--- src/rtl/hpdcache_flush_be.sv ---
// hpdcache_flush_be
//   Writeback flush controller. A victim line is accepted together with its
//   per-access-word dirty mask. Only dirty words are read from the data RAM.
//   Clean words are replaced by zero data with all byte enables low. The line
//   leaves as one write header plus CL_W/MEM_W data flits. Each line holds a
//   directory entry until the memory acknowledges the write. The entry index
//   is used as the memory transaction ID.
//
// Ports
//   clk_i, rst_i                 clock, synchronous active-high reset
//   empty_o / full_o             no / all directory entries valid
//   busy_o                       read sequencer not idle
//   err_o                        sticky: ack with out-of-range or unused ID
//   check_nline_i / check_hit_o  pending-write lookup
//   alloc_*                      flush request (valid/ready), line, way, mask
//   data_read_*                  data RAM read port (data one cycle later)
//   ack_o / ack_nline_o          write completion notification
//   mem_req_*                    write header channel (valid/ready)
//   mem_data_*                   write data channel (valid/ready)
//   mem_resp_*                   write acknowledge channel
//
// Handshakes: a transfer happens on a rising edge where valid and ready are
// both high. Once valid is raised, it stays high and the payload stays stable
// until the transfer. Ready may toggle freely and never depends on valid.
module hpdcache_flush_be #(
    parameter int ENTRIES    = 4,
    parameter int NLINE_W    = 26,
    parameter int SET_W      = 7,
    parameter int WAYS       = 4,
    parameter int CL_W       = 512,
    parameter int ACCESS_W   = 128,
    parameter int MEM_W      = 64,
    parameter int ID_W       = 4,
    parameter int FIFO_DEPTH = 4
) (
    input  logic                                  clk_i,
    input  logic                                  rst_i,
    output logic                                  empty_o,
    output logic                                  full_o,
    output logic                                  busy_o,
    output logic                                  err_o,
    input  logic [NLINE_W-1:0]                    check_nline_i,
    output logic                                  check_hit_o,
    input  logic                                  alloc_i,
    output logic                                  alloc_ready_o,
    input  logic [NLINE_W-1:0]                    alloc_nline_i,
    input  logic [WAYS-1:0]                       alloc_way_i,
    input  logic [CL_W/ACCESS_W-1:0]              alloc_dirty_i,
    output logic                                  data_read_o,
    output logic [SET_W-1:0]                      data_read_set_o,
    output logic [$clog2(CL_W/ACCESS_W)-1:0]      data_read_word_o,
    output logic [WAYS-1:0]                       data_read_way_o,
    input  logic [ACCESS_W-1:0]                   data_read_data_i,
    output logic                                  ack_o,
    output logic [NLINE_W-1:0]                    ack_nline_o,
    output logic                                  mem_req_valid_o,
    input  logic                                  mem_req_ready_i,
    output logic [NLINE_W+$clog2(CL_W/8)-1:0]     mem_req_addr_o,
    output logic [7:0]                            mem_req_len_o,
    output logic [ID_W-1:0]                       mem_req_id_o,
    output logic                                  mem_data_valid_o,
    input  logic                                  mem_data_ready_i,
    output logic [MEM_W-1:0]                      mem_data_o,
    output logic [MEM_W/8-1:0]                    mem_data_be_o,
    output logic                                  mem_data_last_o,
    input  logic                                  mem_resp_valid_i,
    input  logic [ID_W-1:0]                       mem_resp_id_i,
    output logic                                  mem_resp_ready_o
);

    localparam int AW     = CL_W / ACCESS_W;
    localparam int R      = ACCESS_W / MEM_W;
    localparam int FLITS  = CL_W / MEM_W;
    localparam int WIDX_W = $clog2(AW);
    localparam int OFF_W  = $clog2(CL_W / 8);
    localparam int EIDX_W = (ENTRIES > 1) ? $clog2(ENTRIES) : 1;
    localparam int FPTR_W = (FIFO_DEPTH > 1) ? $clog2(FIFO_DEPTH) : 1;
    localparam int FCNT_W = $clog2(FIFO_DEPTH + 1);
    localparam int RSEL_W = (R > 1) ? $clog2(R) : 1;
    localparam int FLIT_W = (FLITS > 1) ? $clog2(FLITS) : 1;
    localparam int BE_W   = ACCESS_W / 8;
    localparam int MBE_W  = MEM_W / 8;

    typedef enum logic [0:0] {ST_IDLE, ST_SEND} state_t;

    // Read sequencer
    state_t              state_q;
    logic [WIDX_W-1:0]   word_q;
    logic [SET_W-1:0]    set_q;
    logic [WAYS-1:0]     way_q;
    logic [AW-1:0]       dirty_q;
    // One word is in flight between issue and FIFO push. For a dirty word
    // this is the RAM latency. Clean words are delayed the same way, so the
    // FIFO receives at most one push per cycle, in word order.
    logic                pend_q;
    logic                pend_dirty_q;

    // Directory
    logic [ENTRIES-1:0]  dir_valid_q;
    logic [NLINE_W-1:0]  dir_nline_q [ENTRIES];
    logic                err_q;

    // Header FIFO, two entries
    logic [NLINE_W-1:0]  hdr_nline_q [2];
    logic [ID_W-1:0]     hdr_id_q    [2];
    logic                hdr_wr_q;
    logic                hdr_rd_q;
    logic [1:0]          hdr_cnt_q;

    // Data FIFO, ACCESS_W words plus byte enables
    logic [ACCESS_W-1:0] dfifo_data_q [FIFO_DEPTH];
    logic [BE_W-1:0]     dfifo_be_q   [FIFO_DEPTH];
    logic [FPTR_W-1:0]   dfifo_wr_q;
    logic [FPTR_W-1:0]   dfifo_rd_q;
    logic [FCNT_W-1:0]   dfifo_cnt_q;

    // Serializer
    logic [RSEL_W-1:0]   flit_sel_q;
    logic [FLIT_W-1:0]   flit_cnt_q;

    logic                alloc_fire;
    logic                alloc_go;
    logic [EIDX_W-1:0]   free_idx;
    logic                can_issue;
    logic                hdr_pop;
    logic                data_fire;
    logic                dfifo_pop;
    logic                ack_in_range;
    logic [EIDX_W-1:0]   ack_idx;
    logic [ACCESS_W-1:0] head_data;
    logic [BE_W-1:0]     head_be;
    logic [ACCESS_W-1:0] push_data;

    function automatic logic [FPTR_W-1:0] fptr_inc(input logic [FPTR_W-1:0] p);
        if (p == FPTR_W'(FIFO_DEPTH - 1)) return '0;
        return p + 1'b1;
    endfunction

    // Status
    assign full_o           = &dir_valid_q;
    assign empty_o          = ~|dir_valid_q;
    assign busy_o           = (state_q != ST_IDLE);
    assign err_o            = err_q;
    assign mem_resp_ready_o = 1'b1;

    // Reads still owed to the FIFO count as occupied, so a new line is only
    // taken once the previous line has fully left the data path.
    assign alloc_ready_o = (state_q == ST_IDLE) && !full_o && (hdr_cnt_q != 2'd2)
                           && (dfifo_cnt_q == '0) && !pend_q;
    assign alloc_fire    = alloc_i && alloc_ready_o;
    assign alloc_go      = alloc_fire && (|alloc_dirty_i);

    always_comb begin
        free_idx = '0;
        for (int i = ENTRIES - 1; i >= 0; i--) begin
            if (!dir_valid_q[i]) free_idx = EIDX_W'(i);
        end
    end

    // Issue a word only if it is sure to find a FIFO slot one cycle later.
    assign can_issue = (state_q == ST_SEND) &&
        (({1'b0, dfifo_cnt_q} + {{FCNT_W{1'b0}}, pend_q}) < (FCNT_W + 1)'(FIFO_DEPTH));

    assign data_read_o      = can_issue && dirty_q[word_q];
    assign data_read_set_o  = set_q;
    assign data_read_word_o = word_q;
    assign data_read_way_o  = way_q;

    assign push_data = pend_dirty_q ? data_read_data_i : '0;

    // Header channel
    assign mem_req_valid_o = (hdr_cnt_q != 2'd0);
    assign mem_req_addr_o  = {hdr_nline_q[hdr_rd_q], {OFF_W{1'b0}}};
    assign mem_req_len_o   = 8'(FLITS - 1);
    assign mem_req_id_o    = hdr_id_q[hdr_rd_q];
    assign hdr_pop         = mem_req_valid_o && mem_req_ready_i;

    // Data channel: FIFO head is cut into R flits, low part first.
    assign head_data        = dfifo_data_q[dfifo_rd_q];
    assign head_be          = dfifo_be_q[dfifo_rd_q];
    assign mem_data_valid_o = (dfifo_cnt_q != '0);
    assign mem_data_last_o  = mem_data_valid_o && (flit_cnt_q == FLIT_W'(FLITS - 1));
    assign data_fire        = mem_data_valid_o && mem_data_ready_i;
    assign dfifo_pop        = data_fire && (flit_sel_q == RSEL_W'(R - 1));

    always_comb begin
        mem_data_o    = '0;
        mem_data_be_o = '0;
        for (int r = 0; r < R; r++) begin
            if (flit_sel_q == RSEL_W'(r)) begin
                mem_data_o    = head_data[r*MEM_W +: MEM_W];
                mem_data_be_o = head_be[r*MBE_W +: MBE_W];
            end
        end
    end

    // Acknowledge: only an in-range ID naming a live entry completes a write.
    assign ack_in_range = (32'(mem_resp_id_i) < 32'(ENTRIES));
    assign ack_idx      = mem_resp_id_i[EIDX_W-1:0];
    assign ack_o        = mem_resp_valid_i && ack_in_range && dir_valid_q[ack_idx];
    assign ack_nline_o  = ack_o ? dir_nline_q[ack_idx] : '0;

    // An entry being acked this cycle no longer shields its line.
    always_comb begin
        check_hit_o = 1'b0;
        for (int i = 0; i < ENTRIES; i++) begin
            if (dir_valid_q[i] && (dir_nline_q[i] == check_nline_i) &&
                !(ack_o && (ack_idx == EIDX_W'(i))))
                check_hit_o = 1'b1;
        end
    end

    // Read sequencer FSM
    always_ff @(posedge clk_i) begin
        if (rst_i) begin
            state_q      <= ST_IDLE;
            word_q       <= '0;
            set_q        <= '0;
            way_q        <= '0;
            dirty_q      <= '0;
            pend_q       <= 1'b0;
            pend_dirty_q <= 1'b0;
        end else begin
            pend_q <= 1'b0;
            case (state_q)
                ST_IDLE: begin
                    if (alloc_go) begin
                        set_q   <= alloc_nline_i[SET_W-1:0];
                        way_q   <= alloc_way_i;
                        dirty_q <= alloc_dirty_i;
                        word_q  <= '0;
                        state_q <= ST_SEND;
                    end
                end
                ST_SEND: begin
                    if (can_issue) begin
                        pend_q       <= 1'b1;
                        pend_dirty_q <= dirty_q[word_q];
                        word_q       <= word_q + 1'b1;
                        if (word_q == WIDX_W'(AW - 1)) state_q <= ST_IDLE;
                    end
                end
                default: state_q <= ST_IDLE;
            endcase
        end
    end

    // Directory and error flag. Alloc picks a free entry and ack frees a
    // valid one, so both can act in the same cycle without conflict.
    always_ff @(posedge clk_i) begin
        if (rst_i) begin
            dir_valid_q <= '0;
            err_q       <= 1'b0;
            for (int i = 0; i < ENTRIES; i++) dir_nline_q[i] <= '0;
        end else begin
            if (ack_o) dir_valid_q[ack_idx] <= 1'b0;
            if (alloc_go) begin
                dir_valid_q[free_idx] <= 1'b1;
                dir_nline_q[free_idx] <= alloc_nline_i;
            end
            if (mem_resp_valid_i && !ack_o) err_q <= 1'b1;
        end
    end

    // Header FIFO
    always_ff @(posedge clk_i) begin
        if (rst_i) begin
            hdr_wr_q  <= 1'b0;
            hdr_rd_q  <= 1'b0;
            hdr_cnt_q <= 2'd0;
            for (int i = 0; i < 2; i++) begin
                hdr_nline_q[i] <= '0;
                hdr_id_q[i]    <= '0;
            end
        end else begin
            if (alloc_go) begin
                hdr_nline_q[hdr_wr_q] <= alloc_nline_i;
                hdr_id_q[hdr_wr_q]    <= ID_W'(free_idx);
                hdr_wr_q              <= ~hdr_wr_q;
            end
            if (hdr_pop) hdr_rd_q <= ~hdr_rd_q;
            hdr_cnt_q <= hdr_cnt_q + {1'b0, alloc_go} - {1'b0, hdr_pop};
        end
    end

    // Data FIFO and serializer
    always_ff @(posedge clk_i) begin
        if (rst_i) begin
            dfifo_wr_q  <= '0;
            dfifo_rd_q  <= '0;
            dfifo_cnt_q <= '0;
            flit_sel_q  <= '0;
            flit_cnt_q  <= '0;
            for (int i = 0; i < FIFO_DEPTH; i++) begin
                dfifo_data_q[i] <= '0;
                dfifo_be_q[i]   <= '0;
            end
        end else begin
            if (pend_q) begin
                dfifo_data_q[dfifo_wr_q] <= push_data;
                dfifo_be_q[dfifo_wr_q]   <= {BE_W{pend_dirty_q}};
                dfifo_wr_q               <= fptr_inc(dfifo_wr_q);
            end
            if (data_fire) begin
                flit_sel_q <= dfifo_pop ? '0 : flit_sel_q + 1'b1;
                flit_cnt_q <= (flit_cnt_q == FLIT_W'(FLITS - 1)) ? '0 : flit_cnt_q + 1'b1;
            end
            if (dfifo_pop) dfifo_rd_q <= fptr_inc(dfifo_rd_q);
            dfifo_cnt_q <= dfifo_cnt_q + FCNT_W'(pend_q) - FCNT_W'(dfifo_pop);
        end
    end

endmodule
--- config.mk ---
export PLATFORM = sky130hd
export DESIGN_NAME = hpdcache_flush_be
export DESIGN_NICKNAME = d
export VERILOG_FILES = /design/src/rtl/hpdcache_flush_be.sv
export SDC_FILE = /design/constraint.sdc
export NUM_CORES = 1
export LEC_CHECK = 0
export CAP_MARGIN = 20
export CORE_MARGIN = 2
export CORE_UTILIZATION = 40
export CTS_CLUSTER_SIZE = 8
export DETAILED_ROUTE_END_ITERATION = 12
export SYNTH_ARGS = -nofsm -noshare
export SYNTH_HDL_FRONTEND = slang
export SYNTH_SLANG_ARGS = --single-unit
--- constraint.sdc ---
create_clock -name clk_i -period 8 [get_ports clk_i]
set_input_delay 2.4 -clock clk_i [delete_from_list [all_inputs] [get_ports clk_i]]
set_output_delay 2.4 -clock clk_i [all_outputs]
set_load 0.02 [all_outputs]
==> flow_metrics.tcl <==
set metrics [dict create \
    crit_fanout 3 \
    dpl_worst_slack_ps 686 \
    gr-total-overflow 0 \
    io_buffers 347 \
    ys_seq_area_share_pct 65.6 \
    synth_top_area_cell "edfxtp_1" \
    synth_cell_types 47 \
    cts_hold_buf 0 \
    root_buffer "clkbuf_16" \
    dpl_cell_area_mm2 0.0368 \
    cts_post_setup_buffers_inserted 0 \
    worstHoldPathType "flip-flop to flip-flop" \
    p_leak_nw 14.6 \
    crit_type "primary input to primary output" \
    stdcell_count 3737 \
    vias 19300 \
    grt_usage_pct 20.3 \
    crit_top_cell "clkdlybuf4s50_1" \
    setup_viol 0 \
    synth_fa_ha_area_share_pct 0.450 \
    synth_top_family_by_area "multiplexers" \
    cts.path.max_buffers 3 \
    max_slew_margin_pct 29.5 \
    arrival_ps 4930 \
    htree_levels 3 \
    max-vdd-ir-drop_mv 0.167 \
    dp.cells 3578 \
    grt_pass1_wl_um 126000 \
    gp_congestion 0.919 \
    drive_above_1_share_pct 15.8 \
    ys_seq_elements 719 \
    fin_skew_ps 46.4 \
    path_clk_slew_ps 50 \
    grt_antenna_before_repair 11 \
    syn_inst 2281 \
    layout.nets 2831 \
    maxSlewViolCount 0 \
    final_period_minus_worst_setup_slack_ps 7330 \
    synth.avg_cell_area_um2 14.1 \
    postSynth.asyncResetShare_pct 0 \
    pin_count 365 \
    firstDrtPassIters 5 \
    slowest_stage "o21ai_0" \
    synth_ff_type "edfxtp_1" \
    wire_per_inst_um 22.6 \
    antenna_left 0 \
    rows 104 \
    drc 0 \
    worstSkewPairLatency_ps 660 \
    path_cells "clkdlybuf4s50_1 > nor2_1 > nand3_1 > o21ai_0 > nor3_1 > or4_1 > clkdlybuf4s50_1" \
    grt_pass1_vias 20200 \
    period_share_pct 91.7 \
    initial_core_util_pct 40.3 \
    synth_compound_area_share_pct 0.907 \
    die_area_mm2 0.0830 \
    cts_buffers 100 \
    fin_ws_ps 666 \
    cpPeakStageDelay_ps 600 \
    utilization_pct 49.5 \
    cts_tree "done" \
    dpl.hpwl_um 51400 \
    yosysWarningCount 0 \
    finalSetupTns_ps 0 \
    area_growth_pct 22.9 \
    finalPower_mw 9.95 \
    synth.area.mux_share_pct 14.2 \
    cap_violations 0 \
    wl_um 84500 \
    required_ps 5600 \
    drtIter0Drc 1390 \
    synth-edff-count 676 \
    cp-start-kind "primary input" \
    hold_viol 0 \
    r2r_slack_ps 4410 \
    postCtsResizedCells 0 \
    cts_num_sinks 719 \
    layout_common_cells "edfxtp_1 (676), nor2_1 (412), clkdlybuf4s50_1 (345)" \
    worstSetupEndpointType "primary output" \
    synth-xor-area-share_pct 2.99 \
    die_x_um 288 \
    status "complete, no violations" \
    netlist.area_leader.share_pct 62.9 \
    holdWs_ps 456 \
    vias_per_cell 5.15 \
    p_per_area_mw_per_mm2 251 \
    fin_area_mm2 0.0397 \
    grt_max_degree 130 \
    fmax_ghz 0.136 \
    syn_area_mm2 0.0323 \
    worstMarginPinSlew_ps 1060 \
    grt_setup_unrepaired "no" \
    ys_top_cells_by_area "edfxtp_1 (63%), mux4_2 (11%), nor2_1 (4.8%), mux2_2 (3.2%), xor2_1 (2.9%)" \
    fp.coreArea_mm2 0.0802 \
    final_common_cell "edfxtp_1" \
    die_h_um 288 \
    yosys.area_share.simple_pct 12.0 \
]
critical path: cells and delay by family:
family          cells  cell delay [ps]
buf+inv             2              960
simple gates        4              970
compound gates      1              600
area by class of cell:
class	count	area [µm²]
diodes	5	12.5
clock buffers	143	2670
clock inverters	9	151
fillers	6974	40500
inverters	141	529
multi-input cells	1282	10000
flip-flops and latches	719	21200
well taps	1060	1330
repair buffers	378	3800
registers in the layout, summed over array words and instances (netlist names), 2 cells and up, named ones only:
register          cells
dfifo_cnt_q           3
data_read_way_o       4
dfifo_wr_q            2
data_read_word_o      2
dfifo_be_q            4
flit_cnt_q            3
data_read_set_o       7
dfifo_rd_q            2
dfifo_data_q        512
dir_valid_q           4
hdr_cnt_q             2
dir_nline_q         104
dirty_q               4
hdr_id_q              4
hdr_nline_q          52
path summary, 6_finish.rpt:
| path | cells after the start | start | end |
|---|---|---|---|
| worst min register to register | 2 | data_read_set_o[5] | data_read_set_o[5] |
| worst max register to register | 4 | pend_q | dfifo_data_q[0][14] |
| worst max-delay path | 7 | mem_resp_id_i[2] | check_hit_o |
| worst min-delay path | 2 | data_read_set_o[5] | data_read_set_o[5] |
layer usage:
metal	wire (µm)	share of wire [%]	vias up	GRT usage [%]
met3	5060	6.0	133	3.75
met5	71	0.084	-	0
met4	2470	2.9	10	7.36
met2	42500	50	593	34.2
li1	-	-	8731	-
met1	34500	41	9796	26.3
cells in the mapped netlist (3+ instances only):
library cell	instances
edfxtp_1	676
nor2_1	413
nand2_1	168
mux4_2	156
inv_1	140
and2_1	133
xor2_1	107
clkbuf_1	99
mux2_2	92
dfxtp_1	43
nor2b_1	30
a21oi_1	28
and3_1	26
nor4_1	25
buf_4	24
buf_2	17
buf_1	12
nand3_1	12
nand2b_1	11
ha_1	10
nor3_1	6
or2_2	6
nand4_1	5
mux2i_1	4
o21ai_0	4
nor2_2	3
xnor2_1	3
kinds of logic (layout without fill, tap and decap cells):
group / count (synthesis) / in the layout
buffers and inverters: 295 / 671
AOI/OAI and AO/OA: 44 / 44
DFF: 719 / 719
other: 2 / 22
muxes: 252 / 252
and+or+nand+nor: 848 / 848
xor gates and xnor gates: 110 / 110
adders and majority gates: 11 / 11
power by group:
part	leakage, nW	switching, mW	internal (mW)	total [mW]
combinational	5.91	0.823	0.690	1.51
clock	1.35	1.56	2.29	3.86
sequential	7.36	0.160	4.42	4.58
total	14.6	2.55	7.40	9.95
No activity file was read; power rests on OpenSTA's default activity.
